`config.mk`:
```
export PLATFORM = sky130hd
export DESIGN_NAME = room_trace_decoder
export DESIGN_NICKNAME = d
export VERILOG_FILES = /design/src/rtl/room_trace_decoder.sv
export SDC_FILE = /design/constraint.sdc
export NUM_CORES = 1
export LEC_CHECK = 0
export ABC_AREA = 1
export BUFFER_PORTS_ARGS = -buffer_cell sky130_fd_sc_hd__buf_4
export CORE_AREA = 2 2 85 87
export CTS_CLUSTER_DIAMETER = 200
export DETAILED_ROUTE_END_ITERATION = 7
export DIE_AREA = 0 0 87 89
export GPL_TIMING_DRIVEN = 0
export SLEW_MARGIN = 20
export SYNTH_ARGS = -nofsm -noshare
export SYNTH_HDL_FRONTEND = slang
export SYNTH_SLANG_ARGS = --single-unit
```
`constraint.sdc`:
```
create_clock -name clk -period 3.9 [get_ports clk]
set_input_delay 0.975 -clock clk [delete_from_list [all_inputs] [get_ports clk]]
set_output_delay 0.975 -clock clk [all_outputs]
set_load 0.05 [all_outputs]
```
`src/rtl/room_trace_decoder.sv`:
```
// Receive-side decoder for the 8-room walker: recovers the move bit behind each
// observed room transition and flags transitions the walker table cannot produce.
module room_trace_decoder #(
  parameter int CNT_W  = 16,
  parameter bit RESYNC = 1'b1
) (
  input  logic             clk,
  input  logic             rst,
  input  logic             room_valid,
  input  logic [2:0]       room,
  output logic             move_valid,
  output logic             move_out,
  output logic             err,
  output logic             err_sticky,
  output logic             halted,
  output logic [7:0]       move_hist,
  output logic [CNT_W-1:0] move_cnt
);

  typedef enum logic [1:0] {
    IDLE  = 2'd0,
    TRACK = 2'd1,
    HALT  = 2'd2
  } state_t;

  state_t           state_q, state_d;
  logic [2:0]       prev_q, prev_d;
  logic             moveValid_q, moveValid_d;
  logic             moveOut_q, moveOut_d;
  logic             err_q, err_d;
  logic             errSticky_q, errSticky_d;
  logic [7:0]       hist_q, hist_d;
  logic [CNT_W-1:0] cnt_q, cnt_d;

  logic [2:0] succ1, succ0;

  // Inverse walker table: the two rooms reachable from prev, for move=1 and move=0.
  always_comb begin
    succ1 = 3'd0;
    succ0 = 3'd0;
    case (prev_q)
      3'd0: begin succ1 = 3'd1; succ0 = 3'd0; end
      3'd1: begin succ1 = 3'd4; succ0 = 3'd3; end
      3'd2: begin succ1 = 3'd4; succ0 = 3'd3; end
      3'd3: begin succ1 = 3'd0; succ0 = 3'd3; end
      3'd4: begin succ1 = 3'd5; succ0 = 3'd7; end
      3'd5: begin succ1 = 3'd6; succ0 = 3'd3; end
      3'd6: begin succ1 = 3'd6; succ0 = 3'd7; end
      3'd7: begin succ1 = 3'd5; succ0 = 3'd1; end
      default: begin succ1 = 3'd0; succ0 = 3'd0; end
    endcase
  end

  always_comb begin
    state_d     = state_q;
    prev_d      = prev_q;
    moveValid_d = 1'b0;
    moveOut_d   = 1'b0;
    err_d       = 1'b0;
    hist_d      = hist_q;
    cnt_d       = cnt_q;

    case (state_q)
      IDLE: begin
        if (room_valid) begin
          if (room == 3'd0) begin
            prev_d  = 3'd0;
            state_d = TRACK;
          end else begin
            err_d = 1'b1;
            if (RESYNC) begin
              prev_d  = room;
              state_d = TRACK;
            end else begin
              state_d = HALT;
            end
          end
        end
      end
      TRACK: begin
        if (room_valid) begin
          if (room == succ1 || room == succ0) begin
            moveValid_d = 1'b1;
            moveOut_d   = (room == succ1);
            prev_d      = room;
            hist_d      = {hist_q[6:0], (room == succ1)};
            // Counter saturates at all-ones while pulses continue.
            if (cnt_q != {CNT_W{1'b1}}) begin
              cnt_d = cnt_q + CNT_W'(1);
            end
          end else begin
            err_d = 1'b1;
            if (RESYNC) begin
              prev_d = room;
            end else begin
              state_d = HALT;
            end
          end
        end
      end
      HALT: begin
        state_d = HALT;
      end
      default: begin
        state_d = IDLE;
      end
    endcase

    errSticky_d = errSticky_q | err_d;
  end

  always_ff @(posedge clk) begin
    if (rst) begin
      state_q     <= IDLE;
      prev_q      <= 3'd0;
      moveValid_q <= 1'b0;
      moveOut_q   <= 1'b0;
      err_q       <= 1'b0;
      errSticky_q <= 1'b0;
      hist_q      <= 8'd0;
      cnt_q       <= '0;
    end else begin
      state_q     <= state_d;
      prev_q      <= prev_d;
      moveValid_q <= moveValid_d;
      moveOut_q   <= moveOut_d;
      err_q       <= err_d;
      errSticky_q <= errSticky_d;
      hist_q      <= hist_d;
      cnt_q       <= cnt_d;
    end
  end

  assign move_valid = moveValid_q;
  assign move_out   = moveOut_q;
  assign err        = err_q;
  assign err_sticky = errSticky_q;
  assign halted     = (state_q == HALT);
  assign move_hist  = hist_q;
  assign move_cnt   = cnt_q;

endmodule

```
==> run_results.csv <==
group,metric,value,unit
outcome,status,"completed",
cts,post_cts_buffers,0,
timing,rsz0062_at_grt,"false",
global_route,grt_max_degree,13,
die,dieArea,7743,um^2
die,core,6719,um^2
hold_path,hp-start,"state_q[0]",
synth,synth_nets,285,
routing,wl_per_cell,11.56,um
cts,cts.root.buffer_cell,"clkbuf_8",
cts,cts_tree,"done",
die,rows,30,
cts,clock_sinks,39,
worst_setup_path,r2r_start,"move_cnt[0]",
synth,syn_avg_cell_area,7.197,um^2
worst_setup_path,worstPathRequired,4.09,ns
global_route,globalRouteOverflowTotal,0,
cts,clock_latency,0.30,ns
finish,syn_to_final_growth,24.75,%
synth,syn_inst,274,
placement,dpl.hpwl,3487,um
global_route,grt_usage,13.09,%
cts,cts_htree_levels,2,
timing,fmax,0.4590,GHz
timing,hold_violations,0,
global_route,antenna_found_initial,0,
routing,drt_iter0_drc,76,
timing,clock_skew,0.01324,ns
routing,avgViaCountPerCell,4.556,
die,pin_count,35,
synth,yosysWarnings,0,
run,drv_cap,0,
global_route,grt_pass1_vias,1678,
pwr,finalPower,0.9229,mW
routing,totalWireLength,4576,um
finish,drive_gt1_share,19.94,%
synth,synthArstFlopShare,0,%
worst_setup_path,cp_max_fo,6,
pwr,powerDensity,375.2,nW/um^2
finish,fillers,709,
finish,regArea,780.7,um^2
timing,finalMaxSlewViolations,0,
timing,worstMarginPinSlew,0.6297,ns
routing,vias,1804,
global_route,grt_pass1_wl,7838,um
worst_setup_path,crit_type,"input pin to register",
timing,min_period,2.178,ns
synth,syn_area,1972,um^2
finish,num_antenna_cells,0,
cts,postCtsResizedCells,0,
cts,max-clock-path-buffers,2,
worst_setup_path,cp-start-kind,"input pin",
hold_path,hp-class,"register to register",
worst_setup_path,worstSetupStartpoint,"room_valid",
timing,slew-limit-headroom,58.02,%
routing,dr.pass1.iters,4,
worst_setup_path,crit_arrival,2.37,ns
synth,synth_edf_count,0,
finish,multi_input_area,1039,um^2
synth,ys_seq_area_share,39.59,%
cts,clkTransAtPathRegs,0.08,ns
cts,ctsHoldBuffers,0,
timing,final.setup.tns,0,ns
synth,yosys_register_bits,39,
die,die_w,87,um
timing,finalSetupViolCount,0,
timing,finalCritPeriodShare,55.86,%
placement,io_buffers,34,
worst_setup_path,end_kind,"register",
routing,drc,0,
cts,cts_made_buffers,5,
die,start_util,29.35,%
finish,nNetsFinal,326,
routing,ant_nets,0,
synth,synth.distinct_cells,26,
placement,place_congestion,0.8146,
pwr,leakagePower,1.025,nW
synth,synthFlopType,"dfxtp_1",
die,die_y,89,um
pwr,ir_drop,0.1783,mV
[synthesized netlist by cell type (5+ instances only)]
library cell / instances / share of area (%)
nor3_1: 6 / 1.5
dfxtp_1: 39 / 40
nor2_1: 34 / 6.5
nand4_1: 13 / 4.1
xor2_1: 5 / 2.2
xnor2_1: 5 / 2.2
ha_1: 5 / 3.2
a21oi_2: 7 / 3.1
a21oi_1: 15 / 3.8
inv_1: 25 / 4.8
nand3_1: 11 / 2.8
nand2_1: 80 / 15
o21ai_0: 8 / 2.0
[flip-flops by register name (all words and copies together), names as in the netlist]
name        flops
succ1           3
err_sticky      1
state_q         2
move_hist       8
err             1
prev_q          3
move_valid      1
succ0           3
move_out        1
move_cnt       16
[worst paths after layout]
| path | cells past startpoint | endpoint | slack [ns] |
|---|---|---|---|
| hold reg to reg | 1 | state_q[1] | 0.46 |
| setup reg to reg | 9 | move_cnt[11] | 2.11 |
| hold / removal | 1 | state_q[1] | 0.46 |
| setup / recovery | 9 | succ1[2] | 1.72 |
[logic make-up after synthesis]
| group | count (synthesis) | synth area share (%) |
|---|---|---|
| buf+inv | 35 | 7.741 |
| fa+ha+maj | 5 | 3.173 |
| xor+xnor | 10 | 4.441 |
| simple gates | 155 | 36.10 |
| compound gates | 30 | 8.947 |
| flops | 39 | 39.59 |
[layout by cell type, fill, tap and decap left out]
| cell type | netlist | final |
|---|---|---|
| nand2_1 | 80 | 80 |
| dfxtp_1 | 39 | 39 |
| nor2_1 | 34 | 34 |
| buf_4 | 0 | 34 |
| inv_1 | 25 | 25 |
| a21oi_1 | 15 | 15 |
| nand4_1 | 13 | 13 |
| nand3_1 | 11 | 11 |
| o21ai_0 | 8 | 8 |
| a21oi_2 | 7 | 7 |
| nor3_1 | 6 | 6 |
| xnor2_1 | 5 | 5 |
| xor2_1 | 5 | 5 |
| ha_1 | 5 | 5 |
| clkbuf_8 | 0 | 5 |
| nor2_4 | 4 | 4 |
| clkbuf_1 | 2 | 3 |
| buf_1 | 2 | 2 |
| inv_2 | 2 | 2 |
| buf_2 | 2 | 2 |
| nand3b_1 | 2 | 2 |
| bufinv_16 | 0 | 2 |
| nor3_4 | 1 | 1 |
| nand2_4 | 1 | 1 |
| nand2_2 | 1 | 1 |
| nand3_4 | 1 | 1 |
| buf_8 | 1 | 1 |
| nor2_2 | 1 | 1 |
| buf_6 | 1 | 1 |
[power breakdown]
part	switching [mW]	internal, mW	leakage [nW]	total [mW]
combinational	0.0672	0.0312	0.642	0.0984
sequential	0.00748	0.412	0.318	0.419
clock	0.149	0.256	0.0654	0.405
[area by class of cell]
class	count	share of cell area [%]
well taps	80	4.069
flip-flops and latches	39	31.74
plain buffers	8	2.085
clock buffers	6	2.950
inverters	27	4.120
multi-input cells	200	42.22
repair buffers	34	10.38
clock inverters	2	2.442
[metrics by stage]
stage | hold WS [ns] | instance area, um^2 | utilization [%] | worst slack (ns) | cells
finish | 0.4627 | 2460 | 36.61 | 1.722 | 396
global route | 0.4729 | 2460 | 36.61 | 1.561 | 396
CTS | 0.4623 | 2460 | 36.61 | 1.704 | 396
detailed placement | 0.4500 | 2327 | 34.64 | 1.390 | 388
global placement | 0.4399 | 2327 | 34.64 | 1.419 | 388
floorplan | 0.4244 | 1972 | - | 1.805 | 274
[layer usage]
metal	GRT usage (%)	vias up	share of wire, %
met1	15.94	801	45
met5	0	-	0
met3	3.878	5	5.3
met4	4.688	0	1.4
li1	-	956	-
met2	22.00	42	48
[critical path, cell delays in order]
cell and delay, ns:
buf_4 0.13, nand2_1 0.13, inv_1 0.15, nor2_1 0.07
nor3_1 0.40, inv_1 0.09, ha_1 0.31, inv_1 0.07
nand2_1 0.05
(Power assumes the default switching activity.)
